--- config.mk ---
export PLATFORM = sky130hd
export DESIGN_NAME = if_stage_flat
export DESIGN_NICKNAME = d
export VERILOG_FILES = /design/src/rtl/if_stage_pkg.sv /design/src/rtl/if_stage_if.sv /design/src/rtl/if_stage_pc_reg.sv /design/src/rtl/if_stage.sv /design/src/flat_wrapper.sv
export SDC_FILE = /design/constraint.sdc
export NUM_CORES = 1
export LEC_CHECK = 0
export CAP_MARGIN = 20
export CORE_AREA = 2 2 105 107
export CTS_CLUSTER_DIAMETER = 40
export DETAILED_ROUTE_END_ITERATION = 8
export DIE_AREA = 0 0 107 109
export HOLD_SLACK_MARGIN = 0.12
export PLACE_DENSITY = 0.83
export SLEW_MARGIN = 0
export SYNTH_ARGS = -nofsm -noshare
export SYNTH_HDL_FRONTEND = slang
export SYNTH_SLANG_ARGS = --single-unit
--- constraint.sdc ---
create_clock -name clk -period 6.4 [get_ports clk]
set_input_delay 0.96 -clock clk [delete_from_list [all_inputs] [get_ports clk]]
set_output_delay 0.96 -clock clk [all_outputs]
set_load 0.01 [all_outputs]
--- src/rtl/if_stage_pkg.sv ---
// Shared CPU constants: fetch window, reset/exception vectors, exception codes.
// Values must stay identical to those used by CP0 and the MEM stage.
package if_stage_pkg;

    typedef logic [4:0] exc_code_t;

    localparam logic [31:0] PC_RESET   = 32'h0000_3000;
    localparam logic [31:0] EXC_VECTOR = 32'h0000_4180;
    localparam logic [31:0] IM_BASE    = 32'h0000_3000;
    localparam logic [31:0] IM_LIMIT   = 32'h0000_6FFC;

    localparam exc_code_t EXC_INT  = 5'd0;
    localparam exc_code_t EXC_ADEL = 5'd4;

    // RUN: normal fetch. ERET_WAIT: eret seen during a stall, return still owed.
    typedef enum logic {
        RUN       = 1'b0,
        ERET_WAIT = 1'b1
    } pc_state_t;

endpackage

--- src/rtl/if_stage_if.sv ---
// Fetch-stage bus: redirect/control inputs, instruction memory port and F outputs.
// master = the fetch stage, slave = the surrounding pipeline/memory.
interface if_stage_if;
    import if_stage_pkg::*;

    logic        En;
    logic        br_take;
    logic [31:0] br_target;
    logic        exc_enter;
    logic        eret;
    logic [31:0] epc;
    logic        bj_d;
    logic [31:0] imem_addr;
    logic [31:0] imem_rdata;
    logic [31:0] Instr_F;
    logic [31:0] PC_F;
    logic [31:0] PC4_F;
    logic [31:0] PC8_F;
    exc_code_t   ExcCode_F;
    logic        BJ_F;

    modport master (
        input  En, br_take, br_target, exc_enter, eret, epc, bj_d, imem_rdata,
        output imem_addr, Instr_F, PC_F, PC4_F, PC8_F, ExcCode_F, BJ_F
    );

    modport slave (
        output En, br_take, br_target, exc_enter, eret, epc, bj_d, imem_rdata,
        input  imem_addr, Instr_F, PC_F, PC4_F, PC8_F, ExcCode_F, BJ_F
    );

endinterface

--- src/rtl/if_stage_pc_reg.sv ---
// PC register and next-PC priority mux; redirects visible right after the edge.
// Stall (i_en=0) holds the PC; an eret seen during a stall is remembered until release.
module if_stage_pc_reg
    import if_stage_pkg::*;
#(
    parameter logic [31:0] PC_RST  = PC_RESET,
    parameter logic [31:0] EXC_VEC = EXC_VECTOR
) (
    input  logic        clk,
    input  logic        reset,
    input  logic        i_en,
    input  logic        i_br_take,
    input  logic [31:0] i_br_target,
    input  logic        i_exc_enter,
    input  logic        i_eret,
    input  logic [31:0] i_epc,
    output logic [31:0] o_pc
);

    pc_state_t   r_state;
    pc_state_t   w_state_nxt;
    logic [31:0] r_pc;
    logic [31:0] w_pc_nxt;

    always_ff @(posedge clk) begin
        if (reset) begin
            r_pc    <= PC_RST;
            r_state <= RUN;
        end else begin
            r_pc    <= w_pc_nxt;
            r_state <= w_state_nxt;
        end
    end

    always_comb begin
        w_pc_nxt    = r_pc;
        w_state_nxt = r_state;
        if (i_exc_enter) begin
            w_pc_nxt    = EXC_VEC;
            w_state_nxt = RUN;
        end else if (i_eret || (r_state == ERET_WAIT)) begin
            // epc is sampled on the releasing cycle, not when the eret arrived
            if (i_en) begin
                w_pc_nxt    = i_epc;
                w_state_nxt = RUN;
            end else begin
                w_state_nxt = ERET_WAIT;
            end
        end else if (!i_en) begin
            w_pc_nxt = r_pc;
        end else if (i_br_take) begin
            w_pc_nxt = i_br_target;
        end else begin
            w_pc_nxt = r_pc + 32'd4;
        end
    end

    assign o_pc = r_pc;

endmodule

--- src/rtl/if_stage.sv ---
// MIPS fetch stage: owns the PC, checks the fetch address, feeds the IF/ID register.
// All F outputs are combinational from the PC; stalls follow En shared with IF/ID.
module if_stage #(
    parameter logic [31:0] PC_RESET   = if_stage_pkg::PC_RESET,
    parameter logic [31:0] EXC_VECTOR = if_stage_pkg::EXC_VECTOR,
    parameter logic [31:0] IM_BASE    = if_stage_pkg::IM_BASE,
    parameter logic [31:0] IM_LIMIT   = if_stage_pkg::IM_LIMIT,
    parameter logic [4:0]  EXC_ADEL   = if_stage_pkg::EXC_ADEL
) (
    input  logic       clk,
    input  logic       reset,
    if_stage_if.master bus
);

    logic [31:0] w_pc;
    logic        w_adel;

    if_stage_pc_reg #(
        .PC_RST  (PC_RESET),
        .EXC_VEC (EXC_VECTOR)
    ) u_pc_reg (
        .clk         (clk),
        .reset       (reset),
        .i_en        (bus.En),
        .i_br_take   (bus.br_take),
        .i_br_target (bus.br_target),
        .i_exc_enter (bus.exc_enter),
        .i_eret      (bus.eret),
        .i_epc       (bus.epc),
        .o_pc        (w_pc)
    );

    // Bad PCs are still presented so CP0 can capture them as EPC.
    assign w_adel = (w_pc[1:0] != 2'b00) || (w_pc < IM_BASE) || (w_pc > IM_LIMIT);

    assign bus.imem_addr = w_pc;
    assign bus.PC_F      = w_pc;
    assign bus.PC4_F     = w_pc + 32'd4;
    assign bus.PC8_F     = w_pc + 32'd8;
    assign bus.ExcCode_F = w_adel ? EXC_ADEL : 5'd0;
    assign bus.Instr_F   = w_adel ? 32'd0 : bus.imem_rdata;
    assign bus.BJ_F      = bus.bj_d;

endmodule

--- src/flat_wrapper.sv ---
// flat-port wrapper written by rule: the top's interface ports become plain ports
module if_stage_flat 
#(
    parameter logic [31:0] PC_RESET   = if_stage_pkg::PC_RESET,
    parameter logic [31:0] EXC_VECTOR = if_stage_pkg::EXC_VECTOR,
    parameter logic [31:0] IM_BASE    = if_stage_pkg::IM_BASE,
    parameter logic [31:0] IM_LIMIT   = if_stage_pkg::IM_LIMIT,
    parameter logic [4:0]  EXC_ADEL   = if_stage_pkg::EXC_ADEL
)
  (clk, reset, bus_En, bus_br_take, bus_br_target, bus_exc_enter, bus_eret, bus_epc, bus_bj_d, bus_imem_rdata, bus_imem_addr, bus_Instr_F, bus_PC_F, bus_PC4_F, bus_PC8_F, bus_ExcCode_F, bus_BJ_F);
  if_stage_if bus_i ();
  input  logic clk;
  input  logic reset;
  input wire logic [$bits(bus_i.En)-1:0] bus_En;
  input wire logic [$bits(bus_i.br_take)-1:0] bus_br_take;
  input wire logic [$bits(bus_i.br_target)-1:0] bus_br_target;
  input wire logic [$bits(bus_i.exc_enter)-1:0] bus_exc_enter;
  input wire logic [$bits(bus_i.eret)-1:0] bus_eret;
  input wire logic [$bits(bus_i.epc)-1:0] bus_epc;
  input wire logic [$bits(bus_i.bj_d)-1:0] bus_bj_d;
  input wire logic [$bits(bus_i.imem_rdata)-1:0] bus_imem_rdata;
  output wire logic [$bits(bus_i.imem_addr)-1:0] bus_imem_addr;
  output wire logic [$bits(bus_i.Instr_F)-1:0] bus_Instr_F;
  output wire logic [$bits(bus_i.PC_F)-1:0] bus_PC_F;
  output wire logic [$bits(bus_i.PC4_F)-1:0] bus_PC4_F;
  output wire logic [$bits(bus_i.PC8_F)-1:0] bus_PC8_F;
  output wire logic [$bits(bus_i.ExcCode_F)-1:0] bus_ExcCode_F;
  output wire logic [$bits(bus_i.BJ_F)-1:0] bus_BJ_F;
  assign bus_i.En = bus_En;
  assign bus_i.br_take = bus_br_take;
  assign bus_i.br_target = bus_br_target;
  assign bus_i.exc_enter = bus_exc_enter;
  assign bus_i.eret = bus_eret;
  assign bus_i.epc = bus_epc;
  assign bus_i.bj_d = bus_bj_d;
  assign bus_i.imem_rdata = bus_imem_rdata;
  assign bus_imem_addr = bus_i.imem_addr;
  assign bus_Instr_F = bus_i.Instr_F;
  assign bus_PC_F = bus_i.PC_F;
  assign bus_PC4_F = bus_i.PC4_F;
  assign bus_PC8_F = bus_i.PC8_F;
  assign bus_ExcCode_F = bus_i.ExcCode_F;
  assign bus_BJ_F = bus_i.BJ_F;
  if_stage #(.PC_RESET(PC_RESET), .EXC_VECTOR(EXC_VECTOR), .IM_BASE(IM_BASE), .IM_LIMIT(IM_LIMIT), .EXC_ADEL(EXC_ADEL)) u_core (.clk(clk), .reset(reset), .bus(bus_i));
endmodule
**Word-level counts from Yosys, hierarchy flattened**

Cells that the tools add are included.

- Register bits after elaboration: 33
- Bits of input ports: 103
- Output and inout bits: 166
- Word-level logic and storage cells: 21

- Add/subtract/negate cells: 2
- $lt $le $gt $ge: 2
- Multiplexer cells: 8
- Reductions and logical operators: 6

Operators by type and width:

| kind | number |
|---|---|
| two-way mux 32 bit | 5 |
| adder 32 x 3 -> 32 bit (second input constant) | 1 |
| adder 32 x 4 -> 32 bit (second input constant) | 1 |
| > comparator 32 x 15 -> 1 bit (second input constant) | 1 |
| < comparator 32 x 14 -> 1 bit (second input constant) | 1 |
| two-way mux 15 bit | 1 |
| nonzero test 2 bit | 2 |
| logical OR 1 bit | 3 |
| two-way mux 3 bit | 1 |
| OR reduction 2 bit | 1 |
| two-way mux 1 bit | 1 |

**Logic depth before layout (Yosys ltp)**

Gate-level depths: netlist (run 1).

- Depth after elaboration: 5
- Gate-level depth with buffers: 8
- Gate-level depth less buffers: 6

**Hierarchy**

From an unflattened synthesis (run 1), not the netlist that was laid out.

- Cells, all modules: 626
- Area total of the unflattened synthesis: 4340.4 um^2

Modules (own cells, without submodules):

| module | times used | cells an instance | area each (um^2) | seq. area each (um^2) |
|---|---|---|---|---|
| if_stage_pc_reg | 1 | 369 | 2610.0 | 660.6 |
| if_stage | 1 | 257 | 1730.4 | 0.0 |

**Worst setup path before layout (run 1)**

Ideal clock, no wire load.

- Path type: register to output
- From: reg u_core.u_pc_reg.r_pc[3], in the netlist u_core.u_pc_reg.o_pc[3]
- To: out bus_PC4_F[31]
- Arrival time: 2.309 ns
- Data required time: 5.440 ns
- Slack: 3.131 ns
- Stages on the path, launching flop included: 8
- Buffers on the path: 1
- Path through: dfxtp_1 -> ha_1 -> clkbuf_1 -> nand4_1 -> nor4_1 -> nand2_1 -> nor2_1 -> xor2_1

- Word-level cells in the longest chain between the ends: 1

RTL lines:

| what | RTL line | text |
|---|---|---|
| start: declaration | if_stage_pc_reg.sv:22 | `logic [31:0] r_pc;` |
| start signal: assignment | if_stage_pc_reg.sv:30 | `r_pc <= w_pc_nxt;` |
| adder 32 x 3 -> 32 bit | if_stage.sv:38 | `assign bus.PC4_F = w_pc + 32'd4;` |
| end: declaration | flat_wrapper.sv:25 | `output wire logic [$bits(bus_i.PC4_F)-1:0] bus_PC4_F;` |

Every way passes these cells.

**Worst setup path in the final report (run 1)**

- From: reg u_core.u_pc_reg.r_pc[4], in the netlist u_core.u_pc_reg.o_pc[4]
- To: out bus_PC8_F[27]

- Word-level cells in the longest chain between the ends: 1

RTL lines:

| what | RTL line | text |
|---|---|---|
| adder 32 x 4 -> 32 bit | if_stage.sv:39 | `assign bus.PC8_F = w_pc + 32'd8;` |
| end: declaration | flat_wrapper.sv:26 | `output wire logic [$bits(bus_i.PC8_F)-1:0] bus_PC8_F;` |

Every way passes these cells.

==> results of run 1 <==
per-stage QoR:
step / cells / power (mW) / hold slack [ps] / util, % / worst slack, ps
floorplan: 544 / 0.3864 / 581.4 / - / 3131
detailed placement: 848 / 0.5612 / 605.8 / 56.94 / 2372
global route: 856 / 0.8083 / 654.8 / 58.10 / 1739
CTS: 856 / 0.7748 / 609.1 / 58.04 / 2040
finish: 857 / 0.7762 / 602.6 / 58.12 / 2048
global placement: 848 / 0.5553 / 582.3 / 56.94 / 2515
critical path, stage by stage, from the launching register on:
cell and delay (ps):
dfxtp_1 520, ha_1 380, nand4_1 280, nor4_2 770
nand2_1 250, nor2_1 160, xor2_1 160, clkdlybuf4s50_1 560
power by group:
group	total, mW	leakage [nW]	switching [mW]	internal, mW
Sequential	0.245	0.270	0.0304	0.215
Combinational	0.316	1.87	0.132	0.184
Clock	0.215	0.0585	0.0880	0.127
per-layer routing:
layer | share of wire, % | GRT usage, % | up-vias
li1 | - | - | 2190
met1 | 40 | 32.90 | 2245
met2 | 48 | 44.59 | 257
met3 | 9.6 | 7.233 | 30
met4 | 2.1 | 9.462 | 0
met5 | 0 | 0 | -
flip-flops by register name (all words and copies together), names as in the netlist, named ones only:
name                     count
u_core.u_pc_reg.o_pc        30
u_core.u_pc_reg.r_state      1
final cells by class:
type / instances / area share (%)
clock inverter: 1 / 0.4873
tap: 140 / 2.843
antenna: 1 / 0.04061
timing repair buffer: 266 / 42.96
inverter: 7 / 0.4264
clock buffer: 7 / 1.401
sequential: 33 / 10.72
multi-input combinational: 402 / 41.12
kinds of logic (layout without fill, tap and decap cells):
family	Yosys count	in the layout	share of synthesized area (%)
other cells	1	5	0.09974
fa+ha+maj	2	2	0.6655
simple gates	239	239	34.31
xor+xnor	55	55	12.81
buf+inv	109	281	15.87
mux	6	6	1.664
flops	33	33	17.57
compound gates	96	96	17.01
worst paths after layout:
path                                               start                  endpoint  slack (ps)  depth (start not counted)
worst min register to register  u_core.u_pc_reg.o_pc[25]  u_core.u_pc_reg.o_pc[25]         600                          2
worst min-delay path            u_core.u_pc_reg.o_pc[25]  u_core.u_pc_reg.o_pc[25]         600                          2
worst max-delay path             u_core.u_pc_reg.o_pc[4]             bus_PC8_F[27]        2050                          7
worst max register to register   u_core.u_pc_reg.o_pc[2]  u_core.u_pc_reg.o_pc[20]        3640                          6
cells in the final DEF (no fill, tap or decap), drive strengths merged, types with 3 or more instances in the layout:
cell type and instances:
a211oi 5, a21o 5, a21oi 26, a22oi 3
a32o 3, and2 34, and3 12, buf 5
clkbuf 7, clkdlybuf4s50 261, conb 4, dfxtp 33
inv 7, mux2i 4, nand2 47, nand2b 5
nand3 31, nand3b 3, nand4 16, nor2 33
nor3 22, nor4 13, o211ai 5, o21ai 20
o311ai 3, o31ai 5, or2 4, or3 5
or4 7, xnor2 30, xor2 25
==> impl_results.rst, run 1 <==
.. list-table::
   :header-rows: 1

   * - Metric
     - Value
   * - Warnings from Yosys
     - 0
   * - H-tree depth
     - 2
   * - Clock Pin Slew Worst Setup and Hold Paths
     - 80 ps
   * - Number of fill cells
     - 975
   * - Overall die area
     - 11660 sq um
   * - Setup total negative slack
     - 0 ps
   * - Clock tree from TritonCTS
     - done
   * - Post-synthesis sequential area ratio
     - 17.57%
   * - Initial antenna violation count
     - 1
   * - Initial core utilization
     - 35.46%
   * - Critical path data arrival time
     - 3390 ps
   * - Global route overflow
     - 0
   * - Post-route antenna net violation count
     - 0
   * - Largest cells by area after synthesis
     - dfxtp_1 18%, buf_4 9.2%, xnor2_1 7.0%
   * - Largest area contributor in the synthesized netlist
     - dfxtp_1
   * - Fraction of post-synthesis cell area in the top cell type by area
     - 17.57%
   * - Site Rows
     - 38
   * - GRT Resource Usage Total
     - 26.61%
   * - Setup violation total in the final timing report
     - 0
   * - Vias in the first global route
     - 4586
   * - Minimum clock period
     - 4352 ps
   * - Horizontal extent of the die
     - 107 um
   * - Sinks on Clock Net
     - 33
   * - Inserted Clock Buffers
     - 5
   * - Total Wirelength
     - 16.35 mm
   * - Outcome
     - finished, final reports clean
   * - Final count of hold timing violations
     - 0
   * - Max Clock Freq
     - 229.8 MHz
   * - Seq. cell area
     - 660.6 sq um
   * - Worst min-delay path class
     - reg2reg
   * - Synthesized flop and latch total
     - 33
   * - Port Buf Inserts
     - 262
   * - Post-route fraction of the period consumed by the critical path
     - 68.00%
   * - DRC viols
     - 0
   * - Most repeated cell in the gate-level netlist after synthesis
     - nand2_1
   * - Final weighted congestion of routability-driven global placement
     - 0.8897
   * - Share of post-route cells with drive strength above 1
     - 4.190%
   * - Predominant post-synthesis flop cell
     - dfxtp_1
   * - Headroom to the max-slew limit
     - 39.64%
   * - Die boundary height
     - 109 um
   * - Vias/cell
     - 5.510
   * - Post-Syn Area per Cell
     - 6.950 sq um
   * - Setup clock skew after layout
     - 16.21 ps
   * - Starting DRC count in detailed routing
     - 357
   * - Critical path data required time
     - 5440 ps
   * - # IOs
     - 269
   * - Slew at the pin closest to its max-slew limit
     - 905.3 ps
   * - Unrepaired setup endpoints after global routing
     - no
   * - Static Leak
     - 2.198 nW
   * - Clock root cell
     - clkbuf_8
   * - First-pass GRT wire length
     - 24.52 mm
   * - Maximum fanout along the worst path
     - 10
   * - Detailed Routing Iterations Pass 1
     - 6
   * - Total standard cell area after synthesis
     - 3760 sq um
   * - Number of hold buffers added after cts
     - 0
   * - Area of the multi-input gates
     - 2534 sq um
   * - Via count
     - 4722
   * - CP endpoint kind
     - primary output
   * - Count of flip-flops with a built-in enable after synthesis
     - 0
   * - Power per cell area
     - 126.0 nW/um^2
   * - Clk Latency, worst-skew pair
     - 300 ps
   * - Post-synthesis cell count
     - 541
   * - Maximum buffer depth of the clock tree
     - 2
   * - Synthesis-to-finish area growth
     - 63.89%
   * - Pin count of the biggest net entering global routing
     - 46
   * - Placed cell area
     - 6037 sq um
   * - Sort of element at the start of the critical path
     - register
   * - Total setup buffers inserted after CTS
     - 0
   * - Average detailed-routed wire length per instance
     - 19.08 um
   * - Final std cell area, no fill
     - 6162 sq um
   * - Critical path type
     - reg2out
   * - Core ar.
     - 10600 sq um
   * - Count of nets after finishing
     - 820
   * - Count of unique library cells instantiated by Yosys
     - 60
   * - Async SR Flop Fraction
     - 0%
   * - Post-DP HPWL
     - 12.19 mm
   * - # resized after CTS
     - 0
   * - Max Transition Viols Final
     - 0
   * - Most numerous cell types in the synthesized netlist
     - 47 x nand2_1, 46 x buf_4, 39 x clkbuf_1
   * - Worst IR Drop VDD
     - 102.0 uV
   * - # Max-Cap Violations
     - 0
Power figures use the tool's default switching activity.
==> inputs of run 2 (changes only) <==
Settings changed: CORE_AREA 2 2 105 107 to unset, CORE_UTILIZATION set to 32, DIE_AREA 0 0 107 109 to unset, PLACE_DENSITY 0.83 to 0.78.
Clock period 6.4 ns to 3.48 ns, I/O delays scaled along.
==> run 2 against run 1 <==
Compared with the run above:
- critical endpoint unchanged
- sequential power increased by 74%
- final cell count is 4.1% higher
- via count increased by 2.9%
- largest cell class unchanged
- count of clock-buffer cells in the layout down 2
- die area grew 4.5%
- worst hold slack worse by 15 ps
- sequential share of layout area fell by 0.49 points
- critical path depth rose by 2
- routed wire length up 2.7%
- utilization fell by 1.4 points
==> impl_results.rst, run 2 (same netlist as run 1, synthesis figures left out) <==
.. list-table::
   :header-rows: 1

   * - Metric
     - Value
   * - GRT Resource Usage Total
     - 26.58% (-0.032 points)
   * - Horizontal extent of the die
     - 110.4 um (+3.2%)
   * - H-tree depth
     - 2 (unchanged)
   * - Clk Latency, worst-skew pair
     - 280 ps (-20 ps)
   * - Number of fill cells
     - 1086 (+11%)
   * - Power per cell area
     - 243.4 nW/um^2 (+93%)
   * - First-pass GRT wire length
     - 24.92 mm (+1.7%)
   * - Largest register FFs
     - 30 (unchanged)
   * - Total Wirelength
     - 16.78 mm (+2.7%)
   * - Starting DRC count in detailed routing
     - 396 (+11%)
   * - Critical path data required time
     - 2960 ps (-2480 ps)
   * - Commonest non-fill, non-tap cells in the layout
     - 261 x clkdlybuf4s50_1, 47 x nand2_1, 36 x buf_4
   * - Design Power
     - 1.577 mW (+100%)
   * - Sort of element at the start of the critical path
     - register
   * - CP endpoint kind
     - primary output
   * - Final count of hold timing violations
     - 0 (unchanged)
   * - Outcome
     - finished, final reports clean
   * - Seq. cell area
     - 663.1 sq um (+0.38%)
   * - Count of nets after finishing
     - 853 (+4.0%)
   * - Global route overflow
     - 0 (unchanged)
   * - Setup clock skew after layout
     - 4.727 ps (-11.49 ps)
   * - Setup total negative slack
     - 0 ps (unchanged)
   * - Highest-delay cell along the critical path
     - clkdlybuf4s50_1
   * - Overall die area
     - 12190 sq um (+4.5%)
   * - Post-route fraction of the period consumed by the critical path
     - 94.63%
   * - Core ar.
     - 11420 sq um (+7.7%)
   * - Post-route antenna net violation count
     - 0 (unchanged)
   * - Die boundary height
     - 110.4 um (+1.3%)
   * - Post-DP HPWL
     - 13.13 mm (+7.7%)
   * - Pin count of the biggest net entering global routing
     - 45 (-2.2%)
   * - Area of the multi-input gates
     - 2531 sq um (about the same)
   * - Clock root cell
     - clkbuf_16
   * - Site Rows
     - 39 (+2.6%)
   * - Synthesis-to-finish area growth
     - 72.31%
   * - Vias/cell
     - 5.450 (-1.1%)
   * - Maximum buffer depth of the clock tree
     - 2 (unchanged)
   * - Worst IR Drop VDD
     - 260.4 uV (+160%)
   * - Initial antenna violation count
     - 0 (-1)
   * - Clock tree from TritonCTS
     - done
   * - Share of post-route cells with drive strength above 1
     - 8.945% (+4.8 points)
   * - Critical path data arrival time
     - 2770 ps (-620 ps)
   * - Detailed Routing Iterations Pass 1
     - 5 (-1)
   * - # Max-Cap Violations
     - 0 (unchanged)
   * - # IOs
     - 269 (unchanged)
   * - Maximum fanout along the worst path
     - 6 (-4)
   * - Final std cell area, no fill
     - 6479 sq um (+5.1%)
   * - Placed insts
     - 884 (+4.2%)
   * - Final non-filler cell total
     - 892 (+4.1%)
   * - Port Buf Inserts
     - 262 (unchanged)
   * - DRC viols
     - 0 (unchanged)
   * - Stage delay of the slowest cell on the critical path
     - 560 ps (-210 ps)
   * - Vias in the first global route
     - 4627 (+0.89%)
   * - Clock Pin Slew Worst Setup and Hold Paths
     - 60 ps (-20 ps)
   * - Most common cell after layout, fill and taps aside
     - clkdlybuf4s50_1
   * - Critical path type
     - reg2out
   * - Headroom to the max-slew limit
     - 46.59% (+6.9 points)
   * - Placed cell area
     - 6295 sq um (+4.3%)
   * - Max Clock Freq
     - 303.7 MHz
   * - Cell type with the highest occurrence count on the critical path
     - buf_4
   * - Via count
     - 4861 (+2.9%)
   * - Initial core utilization
     - 32.93% (-2.5 points)
   * - Critical path cell sequence
     - ha_1 > buf_4 > nand4_1 > nor4_1 > buf_4 > nand2_1 > nor2_1 > xor2_1 > clkdlybuf4s50_1
   * - Inserted Clock Buffers
     - 5 (unchanged)
   * - Setup violation total in the final timing report
     - 0 (unchanged)
   * - Minimum clock period
     - 3293 ps
   * - Average detailed-routed wire length per instance
     - 18.82 um (-1.4%)
   * - Final weighted congestion of routability-driven global placement
     - 0.9653 (+8.5%)
   * - Sinks on Clock Net
     - 33 (unchanged)
   * - Worst min-delay path class
     - reg2reg
   * - Count of antenna diodes in the layout
     - 0 (-1)
   * - Utilization after layout
     - 56.74% (-1.4 points)
   * - Slew at the pin closest to its max-slew limit
     - 800.3 ps (-105.1 ps)
   * - Static Leak
     - 2.394 nW (+8.9%)
   * - Unrepaired setup endpoints after global routing
     - no
   * - Max Transition Viols Final
     - 0 (unchanged)
[run 2: cell count changes in the layout (fill, tap and decap cells not counted), sizes merged]
cell      delta
clkinv       +1
clkbuf       -2
diode        -1
buf         +33
clkinvlp     +1
[run 2: power breakdown]
group	switching [mW]	internal [mW]
clock	0.180	0.339
combinational	0.273	0.359
sequential	0.0313	0.396
total	0.484	1.09
[run 2: worst max-delay path: cells and delay by family, from the launching register on]
family | cells | cell delay (ps)
AND/OR/NAND/NOR | 4 | 850
adder cells (fa/ha/maj) | 1 | 200
flip-flops | 1 | 340
buffers and inverters | 3 | 920
XOR/XNOR | 1 | 180
[run 2: metal layers]
layer	share of wire [%]	up-vias	track usage, %
met4	2.1	0	7.425
li1	-	2263	-
met2	48	262	43.74
met1	43	2306	35.88
met3	7.3	30	3.998
met5	0	-	0
[run 2: path summary, 6_finish.rpt]
path                            slack (ps)  cells past startpoint                     from                       end
worst max-delay path                   190                      9  u_core.u_pc_reg.o_pc[3]             bus_PC8_F[27]
worst min register to register         590                      2  u_core.u_pc_reg.o_pc[2]   u_core.u_pc_reg.o_pc[2]
worst max register to register        1070                      7  u_core.u_pc_reg.o_pc[2]  u_core.u_pc_reg.o_pc[20]
worst min-delay path                   590                      2  u_core.u_pc_reg.o_pc[2]   u_core.u_pc_reg.o_pc[2]
[run 2: what timing repair did]
action                     CTS  global route
hold buffers                 0             0
setup endpoints to repair    0            13
setup buffers                0             0
resized for setup            0             5
[run 2: area by class of cell]
cell class                      count  area share (%)
Clock buffer                        5           1.931
Clock inverter                      3          0.7146
Inverter                            7          0.4056
Multi-Input combinational cell    402           39.07
Sequential cell                    33           10.24
Tap cell                          143           2.762
Timing Repair Buffer              299           44.88
[run 2: stage by stage]
stage	setup slack [ps]	hold WS [ps]
floorplan	649.2	581.4
global placement	436.5	607.2
detailed placement	333.2	619.3
CTS	27.97	627.1
global route	2.166	617.2
finish	187.0	587.2
